## src/rtl/decode_queue_ctrl_pkg.sv

```systemverilog
// Shared opcode constants, instruction field positions and record types for the decode queue.
// Latency: n/a (declarations only).
// Backpressure: n/a.
package decode_queue_ctrl_pkg;

    // Opcodes the decoder distinguishes
    localparam logic [6:0] OP_IMM    = 7'b0010011;
    localparam logic [6:0] OP_LOAD   = 7'b0000011;
    localparam logic [6:0] OP_STORE  = 7'b0100011;
    localparam logic [6:0] OP_BRANCH = 7'b1100011;
    localparam logic [6:0] OP_REG    = 7'b0110011;

    // Instruction field bit ranges
    localparam int OPC_MSB = 6;
    localparam int OPC_LSB = 0;
    localparam int RD_MSB  = 11;
    localparam int RD_LSB  = 7;
    localparam int F3_MSB  = 14;
    localparam int F3_LSB  = 12;
    localparam int RS1_MSB = 19;
    localparam int RS1_LSB = 15;
    localparam int RS2_MSB = 24;
    localparam int RS2_LSB = 20;
    localparam int F7_MSB  = 31;
    localparam int F7_LSB  = 25;

    // One queue slot: raw fetched word plus its PC
    typedef struct packed {
        logic [31:0] instr;
        logic [31:0] pc;
    } q_entry_t;

    // Registered contents of the decode stage
    typedef struct packed {
        logic [31:0] instr;
        logic [31:0] pc;
        logic [6:0]  opcode;
        logic [4:0]  rd;
        logic [4:0]  rs1;
        logic [4:0]  rs2;
        logic [2:0]  funct3;
        logic [6:0]  funct7;
        logic [31:0] imm;
        logic        use_imm;
        logic        has_rd;
    } dec_t;

    function automatic logic [31:0] sext12(input logic [11:0] v);
        return {{20{v[11]}}, v};
    endfunction

endpackage

```

## src/rtl/decode_queue_ctrl_imm.sv

```systemverilog
// Immediate extractor: 12-bit immediate by opcode, sign-extended, plus use_imm / has_rd flags.
// Latency: purely combinational.
// Backpressure: none.
// Ports: instr (in, 32) -> imm (32), use_imm, has_rd.
module decode_imm_ext
    import decode_queue_ctrl_pkg::*;
(
    input  logic [31:0] instr,
    output logic [31:0] imm,
    output logic        use_imm,
    output logic        has_rd
);

    logic [6:0]  op;
    logic [11:0] imm12;

    assign op = instr[OPC_MSB:OPC_LSB];

    always_comb begin
        imm12   = '0;
        use_imm = 1'b0;
        case (op)
            OP_IMM, OP_LOAD: begin
                imm12   = instr[31:20];
                use_imm = 1'b1;
            end
            OP_STORE: begin
                imm12   = {instr[31:25], instr[11:7]};
                use_imm = 1'b1;
            end
            OP_BRANCH: begin
                // Halfword offset: the implicit zero LSB is left to downstream.
                imm12   = {instr[31], instr[7], instr[30:25], instr[11:8]};
                use_imm = 1'b1;
            end
            default: begin
                imm12   = '0;
                use_imm = 1'b0;
            end
        endcase
    end

    assign imm    = sext12(imm12);
    assign has_rd = (op != OP_STORE) && (op != OP_BRANCH);

    // rs1/funct3 bits never feed an immediate
    logic unused_fields;
    assign unused_fields = ^instr[19:12];

endmodule

```

## src/rtl/decode_queue_ctrl.sv

```systemverilog
// Decode sequencer: circular fetch queue feeding a registered decode stage toward rename.
// Latency: push at edge E -> out_valid at E+1 earliest; 1 instr/cycle sustained.
// Backpressure: in_ready = queue not full (state only); !out_ready freezes the decode stage.
// Ports: clk, rst (sync, active-high), flush; in_valid/in_ready/in_instr/in_pc from fetch;
//        out_valid/out_ready plus registered decoded fields to rename; count = queue occupancy.
module decode_queue_ctrl
    import decode_queue_ctrl_pkg::*;
#(
    parameter int DEPTH = 4,
    parameter int PTR_W = 2
) (
    input  logic             clk,
    input  logic             rst,
    input  logic             flush,
    input  logic             in_valid,
    output logic             in_ready,
    input  logic [31:0]      in_instr,
    input  logic [31:0]      in_pc,
    output logic             out_valid,
    input  logic             out_ready,
    output logic [31:0]      out_instr,
    output logic [31:0]      out_pc,
    output logic [6:0]       out_opcode,
    output logic [4:0]       out_rd,
    output logic [4:0]       out_rs1,
    output logic [4:0]       out_rs2,
    output logic [2:0]       out_funct3,
    output logic [6:0]       out_funct7,
    output logic [31:0]      out_imm,
    output logic             out_use_imm,
    output logic             out_has_rd,
    output logic [PTR_W:0]   count
);

    localparam logic [PTR_W:0] FULL = (PTR_W+1)'(DEPTH);

    q_entry_t         mem [DEPTH];
    logic [PTR_W-1:0] head;
    logic [PTR_W-1:0] tail;
    logic [PTR_W:0]   cnt;
    dec_t             dec_q;
    logic             vld_q;

    logic             push;
    logic             load_en;
    q_entry_t         head_ent;
    logic [31:0]      head_imm;
    logic             head_use_imm;
    logic             head_has_rd;

    // Full/empty come from the occupancy counter, never from pointer compare.
    assign in_ready = (cnt != FULL);
    assign push     = in_valid && in_ready;
    assign load_en  = (cnt != '0) && (!vld_q || out_ready);
    assign head_ent = mem[head];

    decode_imm_ext u_imm (
        .instr   (head_ent.instr),
        .imm     (head_imm),
        .use_imm (head_use_imm),
        .has_rd  (head_has_rd)
    );

    // Storage needs no reset; occupancy decides which slots are meaningful.
    always_ff @(posedge clk) begin
        if (push && !flush && !rst) begin
            mem[tail] <= '{instr: in_instr, pc: in_pc};
        end
    end

    always_ff @(posedge clk) begin
        if (rst || flush) begin
            head <= '0;
            tail <= '0;
            cnt  <= '0;
        end else begin
            if (push) begin
                tail <= tail + 1'b1;
            end
            if (load_en) begin
                head <= head + 1'b1;
            end
            case ({push, load_en})
                2'b10:   cnt <= cnt + 1'b1;
                2'b01:   cnt <= cnt - 1'b1;
                default: cnt <= cnt;
            endcase
        end
    end

    always_ff @(posedge clk) begin
        if (rst || flush) begin
            dec_q <= '0;
            vld_q <= 1'b0;
        end else if (load_en) begin
            dec_q.instr   <= head_ent.instr;
            dec_q.pc      <= head_ent.pc;
            dec_q.opcode  <= head_ent.instr[OPC_MSB:OPC_LSB];
            dec_q.rd      <= head_has_rd ? head_ent.instr[RD_MSB:RD_LSB] : 5'd0;
            dec_q.rs1     <= head_ent.instr[RS1_MSB:RS1_LSB];
            dec_q.rs2     <= head_ent.instr[RS2_MSB:RS2_LSB];
            dec_q.funct3  <= head_ent.instr[F3_MSB:F3_LSB];
            dec_q.funct7  <= head_ent.instr[F7_MSB:F7_LSB];
            dec_q.imm     <= head_imm;
            dec_q.use_imm <= head_use_imm;
            dec_q.has_rd  <= head_has_rd;
            vld_q         <= 1'b1;
        end else if (vld_q && out_ready) begin
            // Consumed with nothing queued behind it
            vld_q <= 1'b0;
        end
    end

    assign out_valid   = vld_q;
    assign out_instr   = dec_q.instr;
    assign out_pc      = dec_q.pc;
    assign out_opcode  = dec_q.opcode;
    assign out_rd      = dec_q.rd;
    assign out_rs1     = dec_q.rs1;
    assign out_rs2     = dec_q.rs2;
    assign out_funct3  = dec_q.funct3;
    assign out_funct7  = dec_q.funct7;
    assign out_imm     = dec_q.imm;
    assign out_use_imm = dec_q.use_imm;
    assign out_has_rd  = dec_q.has_rd;
    assign count       = cnt;

endmodule

```

## config.mk

```make
export PLATFORM = sky130hd
export DESIGN_NAME = decode_queue_ctrl
export DESIGN_NICKNAME = d
export VERILOG_FILES = /design/src/rtl/decode_queue_ctrl_pkg.sv /design/src/rtl/decode_queue_ctrl_imm.sv /design/src/rtl/decode_queue_ctrl.sv
export SDC_FILE = /design/constraint.sdc
export NUM_CORES = 1
export LEC_CHECK = 0
export ABC_AREA = 1
export CAP_MARGIN = 5
export CORE_ASPECT_RATIO = 2
export CORE_MARGIN = 5
export CORE_UTILIZATION = 44
export DETAILED_ROUTE_END_ITERATION = 8
export PLACE_DENSITY = 0.69
export SETUP_SLACK_MARGIN = 0.1
export SYNTH_ARGS = -nofsm -noshare
export SYNTH_HDL_FRONTEND = slang
export SYNTH_HIERARCHICAL = 1
export SYNTH_SLANG_ARGS = --single-unit
```

## constraint.sdc

```tcl
create_clock -name clk -period 7.15 [get_ports clk]
set_clock_uncertainty 0.05 [all_clocks]
set_input_delay 0.715 -clock clk [delete_from_list [all_inputs] [get_ports clk]]
set_output_delay 0.715 -clock clk [all_outputs]
set_load 0.005 [all_outputs]
```

Word level (Yosys, flattened, before mapping)
Memory sizes are Yosys's and may differ from the RTL's. A register that Yosys moved wholly into a read port is not among the register bits. Index checks and enable logic that the tools add are counted.

Register bits: 118. Bits in latches: 0. RAM bits: 256. Bits in read-only memories: 0. Input port bits: 69. Output and inout port bits: 135. Logic and storage cells: 55. Memories: 1.

Add/sub/neg operators: 4. $mul: 0. Div/mod/pow operators: 0. Magnitude comparators: 0. Equal/unequal tests: 9. Shift-type cells: 0. Multiplexer cells: 10. Bitwise operators: 0. Reduce and logical (&&, ||, !) cells: 16.

Memories: mem (depth 4, width 64, read ports 1, clocked after Yosys merged registers in 1, wr ports 1, line decode_queue_ctrl.sv:37) `q_entry_t mem [DEPTH];`.

Operators with widths (count): case mux 12 bit (3 select lines) (1); == test 7 x 2 -> 1 bit, second input constant (1); == test 7 x 5 -> 1 bit, second input constant (1); == test 7 x 6 -> 1 bit, second input constant (1); == test 7 bit, second input constant (1); != test 7 x 6 -> 1 bit, second input constant (1); != test 7 bit, second input constant (1); logical AND 1 bit (6); case mux 3 bit (2 select lines) (1); two-way mux 1 bit (5); two-way mux 5 bit (1); adder 2 x 1 -> 2 bit, second input constant (2); two-way mux 2 bit (2); nonzero test 2 bit (2); OR reduction 4 bit (1); adder 3 x 1 -> 3 bit, second input constant (1); logical NOT 1 bit (3); != test 3 bit, second input constant (1); nonzero test 3 bit (1); subtractor 3 x 1 -> 3 bit, second input constant (1); == test 2 x 1 -> 1 bit, second input constant (1); == test 2 bit, second input constant (1); logical OR 1 bit (2); OR reduction 2 bit (1).

Longest topological paths before layout
Gate-level depths: netlist of run 1.

Word-level depth: 6. Gate-level depth with buffers: 16.

Cells and area by module
Netlist of run 1, hierarchy kept.

By module, submodules not included: decode_queue_ctrl (times used 1, cells an instance 1363, area each 14353.8 µm²); decode_imm_ext (times used 1, cells an instance 87, area each 510.5 µm²).

Least setup slack after synthesis of run 1
No wires, ideal clock.

Path kind: in2reg. From: input flush. To: memory mem[0][0] (netlist bit) (enable). Library setup time: 487 ps. Data arrival time: 3904 ps. Data required time: 6613 ps. Path slack: 2709 ps. Cell stages on the path: 4. Buffers on the path: 1. Cell sequence: nor2_1 clkbuf_1 nand3_1 nor2_1.

Cells in the longest elaborated chain, start to end: 5.

RTL lines: start: declaration (line decode_queue_ctrl.sv:14) `input logic flush,`; logical NOT 1 bit (line decode_queue_ctrl.sv:66) `if (push && !flush && !rst) begin`; logical AND 1 bit (2 in a row) (line decode_queue_ctrl.sv:66); two-way mux 1 bit (line decode_queue_ctrl.sv:66); two-way mux 1 bit (implied by the code) (line decode_queue_ctrl.sv:67) `mem[tail] <= '{instr: in_instr, pc: in_pc};`; end: declaration (line decode_queue_ctrl.sv:37).

No other way between the ends.

==> results of run 1 <==
cells in the final DEF, fill, tap and decap left out:
| cell | count |
|---|---|
| a21oi_1 | 38 |
| nand2_2 | 2 |
| clkinv_4 | 3 |
| clkbuf_16 | 30 |
| clkdlybuf4s50_1 | 203 |
| o21ai_0 | 117 |
| nor2_1 | 273 |
| inv_8 | 1 |
| buf_4 | 11 |
| bufinv_16 | 3 |
| dfxtp_1 | 111 |
| clkinv_8 | 1 |
| clkbuf_8 | 2 |
| inv_1 | 85 |
| clkbuf_1 | 4 |
| and2_1 | 1 |
| inv_6 | 2 |
| nor2_8 | 1 |
| xor2_1 | 1 |
| edfxtp_1 | 256 |
| clkinv_2 | 4 |
| clkinv_1 | 2 |
| diode_2 | 1 |
| inv_4 | 2 |
| fa_1 | 1 |
| o21ai_1 | 23 |
| nor2_4 | 5 |
| dfxtp_4 | 2 |
| nand2_1 | 309 |
| nand3_1 | 56 |
| mux2i_1 | 26 |
| ha_1 | 5 |
| nand2_4 | 1 |
| clkinvlp_4 | 5 |
report_power, final:
part | internal, mW | switching [mW] | total [mW]
Combinational | 0.282 | 0.392 | 0.674
Sequential | 2.36 | 0.0577 | 2.42
Clock | 0.915 | 0.762 | 1.68
critical path: cells and delay by family (launching register included):
kind	cells	cell delay, ns
and+or+nand+nor	6	0.98
AOI/OAI and AO/OA	2	0.28
DFF	1	0.55
muxes	1	0.10
buffers and inverters	4	1.53
sequential cells by signal, summed over array words and instances (netlist names), named ones only:
name	cells
mem	256
tail	2
out_imm	32
out_valid	1
out_has_rd	1
out_pc	32
head	2
out_instr	32
count	3
out_rd	5
out_use_imm	1
per-stage QoR:
step                      cell area, sq um  setup WS, ns  cells
after floorplan                      14800          2.71   1442
after global placement               16800          3.13   1966
after detailed placement             16800          3.08   1966
after CTS                            17800          3.45   2022
after global routing                 17800          3.09   2023
final                                17800          3.51   2023
worst max path at each step:
| stage | start | to | slack (ns) |
|---|---|---|---|
| 2_1_floorplan | flush | mem[0][0]$_DFFE_PP_ | 2.71 |
| 6_report | flip-flop | out_imm[15]$_SDFFE_PP0P_ | 3.51 |
| 4_1_cts | flip-flop | out_imm[15]$_SDFFE_PP0P_ | 3.45 |
| 3_3_place_gp | flush | mem[1][35]$_DFFE_PP_ | 3.13 |
| 3_5_place_dp | flush | mem[0][44]$_DFFE_PP_ | 3.08 |
| 5_1_grt | flip-flop | out_imm[15]$_SDFFE_PP0P_ | 3.09 |
per-layer routing:
metal,GRT usage [%],part of all wire (%),routed length (um),vias up
li1,-,-,-,4921
met1,18.2,36,11900,4611
met2,34.2,57,18800,269
met3,2.36,5.1,1710,53
met4,5.23,2.5,845,0
met5,0,0,0,-
layout make-up:
class / instances / share of cell area [%]
diodes: 1 / 0.0141
clock buffers: 36 / 4.46
clock inverters: 20 / 1.25
inverters: 88 / 1.89
multi-input cells: 859 / 21.4
flip-flops and latches: 369 / 56.0
well taps: 436 / 3.07
repair buffers: 214 / 11.9
==> reports/results.txt, run 1 <==
post_cts resized = 0
worst path cell trace = inv_4 -> buf_4 -> nand2_1 -> nand2_1 -> mux2i_1 -> inv_1 -> nand2_2 -> nor2_8 -> nand2_1 -> a21oi_1 -> buf_4 -> o21ai_0 -> nor2_1
TritonCTS buffer count = 30
Sink Count = 369
Initial Util = 44.3%
DR iter-0 viols = 520
area occupied by multi-input gates = 3810 sq um
routed vias = 9854
Final Core Density = 53.1%
Port Buffers = 203
run status = complete, but fails checks
proportion of layout cells with a drive suffix above 1 = 4.73%
Mapped Cells = 1442
CTS root buf = clkbuf_16
crit-path max cell delay = 0.65 ns
CTS tree = done
WHS Path Cells = 2
unrepaired setup endpoints after global routing = no
total negative slack = 0 ns
Vias/cell = 4.87
syn nets = 1517
WHS = 0.431 ns
area delta synth->final = 19.9%
Layout Nets = 1637
maximum vdd drop = 209 uV
Worst Path Required = 7.60 ns
Pre-antenna DRT Iters = 7
Register-to-Register Path Depth = 13
Worst EP arrival = 4.09 ns
later-pin clock latency in the skew report = 0.58 ns
Worst Hold Class = reg -> reg
Slew headroom = 28.6%
# fillers = 2970
Routability Congestion = 0.762
register area = 9960 sq um
wire length per cell = 16.4 um
Final Hold Violating Endpoints = 0
grt total ovfl = 0
final period utilization = 50.8%
PwrDens = 268 nW/um^2
core area = 33500 sq um
Max Fclk = 0.275 GHz
Max Fanout on Critical Path = 70
I/O pin count = 204
postcts setup bufs = 0
Hold Path Sink = out_has_rd$_SDFFE_PP0P_
worst slew pin tran = 1.07 ns
critical path endpoint category = flip-flop
CP Launch Type = flip-flop
pin count of the biggest net entering global routing = 111
max-cap viol count = 0
final antenna-violating net count = 0
Clk pin slew, worst setup/hold paths = 0.07 ns
CTS max path bufs = 3
# DRC = 1
Yosys Warn Count = 6
CP max stage cell = buf_4
HP Start = out_has_rd$_SDFFE_PP0P_
Die W = 140 um
all-layer global routing usage = 17.2%
Final setup viols = 0
mapped cell area = 14800 sq um
RR Endpoint = out_imm[15]$_SDFFE_PP0P_
initial antenna violation count = 2
H-Tree Level Count = 1
cell row count = 95
Slew Limit Fails = 0
Die H = 270 um
die area = 37700 sq um
global-route wire length before repair = 51800 um
critical path class = reg -> reg
violations in the final reports = design-rule violations
Final HPWL DP = 20800 um
Worst path most repeated cell = nand2_1
Overall Power = 4.77 mW
r2r setup slk = 3.51 ns
fin crit period = 3.64 ns
final wirelength = 33200 um
Pleak = 6.68 nW
Synth Area per Inst = 10.3 sq um
hold-fix buffers at CTS = 0
vias in the first global route = 9706
No activity file was read; power rests on OpenSTA's default activity.
==> run 2: changes to the inputs <==
Clock period 7.15 ns to 3.6 ns, I/O delays scaled along.
==> run 2 against run 1 <==
- the run now ends clean
- worst hold slack worse by 0.048 ns
- worst setup slack worse by 2.7 ns
- sequential cell count stayed put
- combinational power is 110% higher
- global-route usage is 0.42 points higher
- first-iteration DRC count is 5.4% lower
- sequential share of layout area is 0.84 points lower
- cell area is 1.5% higher
- largest power group unchanged
==> reports/results.txt, run 2 (synthesized netlist as in run 1, its figures left out) <==
met2 WL = 19000 um
proportion of layout cells with a drive suffix above 1 = 5.13%
# DRC = 0
max reg flops = 256
CTS max path bufs = 3
area delta synth->final = 21.7%
critical path endpoint category = flip-flop
# fillers = 2936
fin area = 18100 sq um
Worst Hold Class = in -> reg
run status = completed
Cell Area, Placed = 17000 sq um
final antenna-violating net count = 0
largest reg by FF count = mem
core area = 33500 sq um
Worst EP arrival = 3.24 ns
cell row count = 95
die area = 37700 sq um
CTS tree = done
Slew headroom = 46.1%
worst slew pin tran = 0.805 ns
Final Hold Violating Endpoints = 0
commonest non-fill, non-tap cells in the layout = nand2_1 (309), nor2_1 (273), edfxtp_1 (256)
Post-Place Worst Slack = 0.828 ns
unrepaired setup endpoints after global routing = no
I/O pin count = 204
Layout Nets = 1650
all-layer global routing usage = 17.6%
Die W = 140 um
grt total ovfl = 0
Die H = 270 um
critical path class = reg -> reg
final wirelength = 33700 um
Final HPWL DP = 21900 um
WL met3 = 1730 um
Pleak = 6.80 nW
Max Fclk = 0.357 GHz
Worst Path Required = 4.04 ns
postcts setup bufs = 0
Max Used Layer = met5
Vias/cell = 4.88
r2r setup slk = 0.80 ns
PwrDens = 530 nW/um^2
global-route wire length before repair = 53100 um
wire length per cell = 16.5 um
Setup WS post-layout = 0.802 ns
TritonCTS buffer count = 31
final period utilization = 77.7%
H-Tree Level Count = 1
Slew Limit Fails = 0
DR iter-0 viols = 492
max-cap viol count = 0
vias in the first global route = 9937
maximum vdd drop = 437 uV
initial antenna violation count = 7
hold-fix buffers at CTS = 0
CTS root buf = clkbuf_16
Pre-antenna DRT Iters = 5
wl on met1 = 12200 um
CP Launch Type = flip-flop
Clk pin slew, worst setup/hold paths = 0.07 ns
Sink Count = 369
routed vias = 9970
fin crit period = 2.80 ns
Final setup viols = 0
pin count of the biggest net entering global routing = 106
Routability Congestion = 0.779
Port Buffers = 203
Initial Util = 44.3%
later-pin clock latency in the skew report = 0.56 ns
post_cts resized = 0
most common cell after layout, fill and taps aside = nand2_1
Max Fanout on Critical Path = 64
[run 2: area by class of cell]
type | instances | area [sq um] | area share [%]
Antenna cell | 6 | 15.0 | 0.0832
Clock buffer | 42 | 857 | 4.75
Clock inverter | 15 | 176 | 0.977
Inverter | 88 | 335 | 1.86
Multi-Input combinational cell | 859 | 3810 | 21.1
Sequential cell | 369 | 9960 | 55.1
Tap cell | 436 | 546 | 3.02
Timing Repair Buffer | 226 | 2350 | 13.0
[run 2: power breakdown]
part	internal (mW)	switching [mW]
logic	0.580	0.807
registers	4.70	0.0975
clock network	1.95	1.43
[run 2: worst paths after layout]
kind,from,endpoint,cells after the start
worst max-delay path,flip-flop,out_imm[26]$_SDFFE_PP0P_,11
worst min-delay path,in_instr[21],mem[1][53]$_DFFE_PP_,1
worst max register to register,flip-flop,out_imm[26]$_SDFFE_PP0P_,11
worst min register to register,out_imm[25]$_SDFFE_PP0P_,out_imm[25]$_SDFFE_PP0P_,2
[run 2: routing by layer]
layer / track usage (%) / vias up
met4: 6.43 / 2
li1: - / 4967
met5: 0 / -
met2: 34.6 / 252
met3: 2.64 / 45
met1: 18.4 / 4704
[run 2: metrics by stage]
step	std cells	utilization (%)	total power [mW]	hold slack (ns)	TNS [ns]
floorplan	1442	-	5.70	0.409	-124.42
global placement	1978	50.7	6.26	0.412	0
detailed placement	1978	50.7	6.29	0.421	0
CTS	2035	53.8	9.68	0.350	0
global route	2040	53.9	10.0	0.362	0
finish	2041	53.9	9.56	0.383	0
[run 2: critical path: stages, from the launching register on]
cell and delay [ns]:
dfxtp_4 0.50, buf_4 0.45, buf_4 0.64, nand2_1 0.12, nand2_1 0.10, mux2i_1 0.08
inv_1 0.09, inv_1 0.04, a21oi_1 0.10, buf_4 0.23, o21ai_0 0.13, nor2_1 0.14
==> run 3: changes to the inputs <==
Clock period 3.6 ns to 2.9 ns, I/O delays scaled along.
==> run 3 against run 2 <==
- core utilization down 0.20 points
- worst hold slack worse by 0.078 ns
- sequential power increased by 24%
- non-clock buffer count rose by 4
- register-to-register slack got worse by 0.19 ns
==> reports/results.txt, run 3 (synthesized netlist as in run 1, its figures left out) <==
area occupied by multi-input gates = 3810 sq um
Final Non-Filler Cells = 2043
Port Buffers = 203
Vias/cell = 4.87
routed vias = 9948
Initial Util = 44.3%
hold-fix buffers at CTS = 0
Clk pin slew, worst setup/hold paths = 0.07 ns
CTS max path bufs = 3
crit-path max cell delay = 0.43 ns
Pre-antenna DRT Iters = 5
later-pin clock latency in the skew report = 0.57 ns
most common cell after layout, fill and taps aside = nand2_1
Pint = 8.81 mW
Post-Place Worst Slack = 0.416 ns
worst slew pin tran = 0.519 ns
r2r setup slk = 0.61 ns
Pleak = 6.80 nW
max-cap viol count = 0
DR iter-0 viols = 506
worst path cell trace = inv_4 -> buf_4 -> buf_4 -> nand2_1 -> nand2_1 -> mux2i_1 -> inv_1 -> nand3_1 -> nand3_1 -> o21ai_0 -> nor2_1
postcts setup bufs = 0
Max Fclk = 0.437 GHz
power share of the clock group = 34.8%
maximum vdd drop = 578 uV
commonest non-fill, non-tap cells in the layout = nand2_1 (309), nor2_1 (273), edfxtp_1 (256)
Worst EP arrival = 2.75 ns
fin crit period = 2.29 ns
Routability Congestion = 0.779
# DRC = 0
# fillers = 2956
CTS root buf = clkbuf_16
I/O pin count = 204
Final HPWL DP = 21600 um
Top Family by Delay on Critical Path = buffers and inverters
WHS = 0.305 ns
TritonCTS buffer count = 31
Max Fanout on Critical Path = 44
largest reg by FF count = mem
HP Start = in_pc[24]
cell row count = 95
Die H = 270 um
wire length per cell = 16.2 um
CP Launch Type = flip-flop
CTS tree = done
register area = 9960 sq um
WP depth = 11
Hold Path Sink = mem[2][24]$_DFFE_PP_
Setup WS post-layout = 0.609 ns
unrepaired setup endpoints after global routing = no
RR Endpoint = out_imm[1]$_SDFFE_PP0P_
DP Cell Count = 1982
vias in the first global route = 10016
WHS Path Cells = 1
total negative slack = 0 ns
run status = completed
Slew headroom = 65.4%
Die W = 140 um
critical path class = reg -> reg
grt total ovfl = 0
final period utilization = 79.0%
NetSw = 2.95 mW
Flop pwr share = 50.5%
Final Hold Violating Endpoints = 0
global-route wire length before repair = 52600 um
proportion of layout cells with a drive suffix above 1 = 5.62%
CP max stage cell = buf_4
Overall Power = 11.8 mW
Worst Path Required = 3.36 ns
final wirelength = 33100 um
core area = 33500 sq um
PwrDens = 654 nW/um^2
Slew Limit Fails = 0
H-Tree Level Count = 1
final antenna-violating net count = 0
pin count of the biggest net entering global routing = 110
initial antenna violation count = 4
all-layer global routing usage = 17.3%
Layout Nets = 1654
max reg flops = 256
post_cts resized = 0
switching part of the total power = 25.1%
area delta synth->final = 21.3%
WP buf/inv = 4
Register-to-Register Path Depth = 11
Sink Count = 369
Final setup viols = 0
die area = 37700 sq um
combinational share of power = 14.6%
Worst Hold Class = in -> reg
critical path endpoint category = flip-flop
[run 3: changes by cell type in the layout (fill, tap and decap cells not counted), moves of 2 or more]
| cell | before | now |
|---|---|---|
| clkinv_2 | 4 | 6 |
| buf_4 | 11 | 20 |
| clkbuf_8 | 4 | 2 |
| clkbuf_1 | 7 | 3 |
| clkinv_1 | 5 | 2 |
| buf_12 | 12 | 7 |
| bufinv_16 | 4 | 2 |
| inv_1 | 85 | 87 |
[run 3: power by group through the flow]
stage                     clock [mW]  combinational [mW]  sequential, mW
after floorplan                    0                1.02            6.05
after global placement             0                1.71            6.05
after detailed placement           0                1.75            6.06
after CTS                       4.20                1.76            5.94
after global routing            4.39                1.94            5.97
final                           4.10                1.72            5.94
[run 3: stage by stage]
step | instance area (sq um) | utilization [%]
after floorplan | 14800 | -
after global placement | 17000 | 50.6
after detailed placement | 17000 | 50.6
after CTS | 18000 | 53.6
after global routing | 18000 | 53.7
final | 18000 | 53.7
[run 3: cell type report]
class | count | share of cell area [%]
sequential | 369 | 55.4
multi-input combinational | 859 | 21.2
timing repair buffer | 230 | 12.9
clock buffer | 38 | 4.71
tap | 436 | 3.03
inverter | 88 | 1.86
clock inverter | 18 | 0.856
antenna | 5 | 0.0696
[run 3: how the worst max path moves through the flow]
stage / start / endpoint
2_1_floorplan: flush / mem[0][0]$_DFFE_PP_
3_3_place_gp: flush / mem[2][7]$_DFFE_PP_
3_5_place_dp: flush / mem[2][21]$_DFFE_PP_
4_1_cts: flip-flop / out_imm[31]$_SDFFE_PP0P_
5_1_grt: flip-flop / out_imm[24]$_SDFFE_PP0P_
6_report: flip-flop / out_imm[1]$_SDFFE_PP0P_
[run 3: worst register-to-register path, cell delays in order (launching register included)]
cell and delay (ns):
dfxtp_4 0.40, inv_4 0.27, buf_4 0.31, buf_4 0.44, nand2_1 0.12, nand2_1 0.08
mux2i_1 0.11, inv_1 0.09, nand3_1 0.09, nand3_1 0.09, o21ai_0 0.09, nor2_1 0.11
[run 3: routing by layer]
| metal | part of all wire, % | wire (um) | global-route usage [%] | vias to the layer above |
|---|---|---|---|---|
| met5 | 0 | 0 | 0 | - |
| met4 | 3.2 | 1070 | 7.25 | 0 |
| met3 | 4.5 | 1480 | 2.52 | 58 |
| met2 | 55 | 18300 | 32.9 | 220 |
| li1 | - | - | - | 4965 |
| met1 | 37 | 12300 | 18.7 | 4705 |
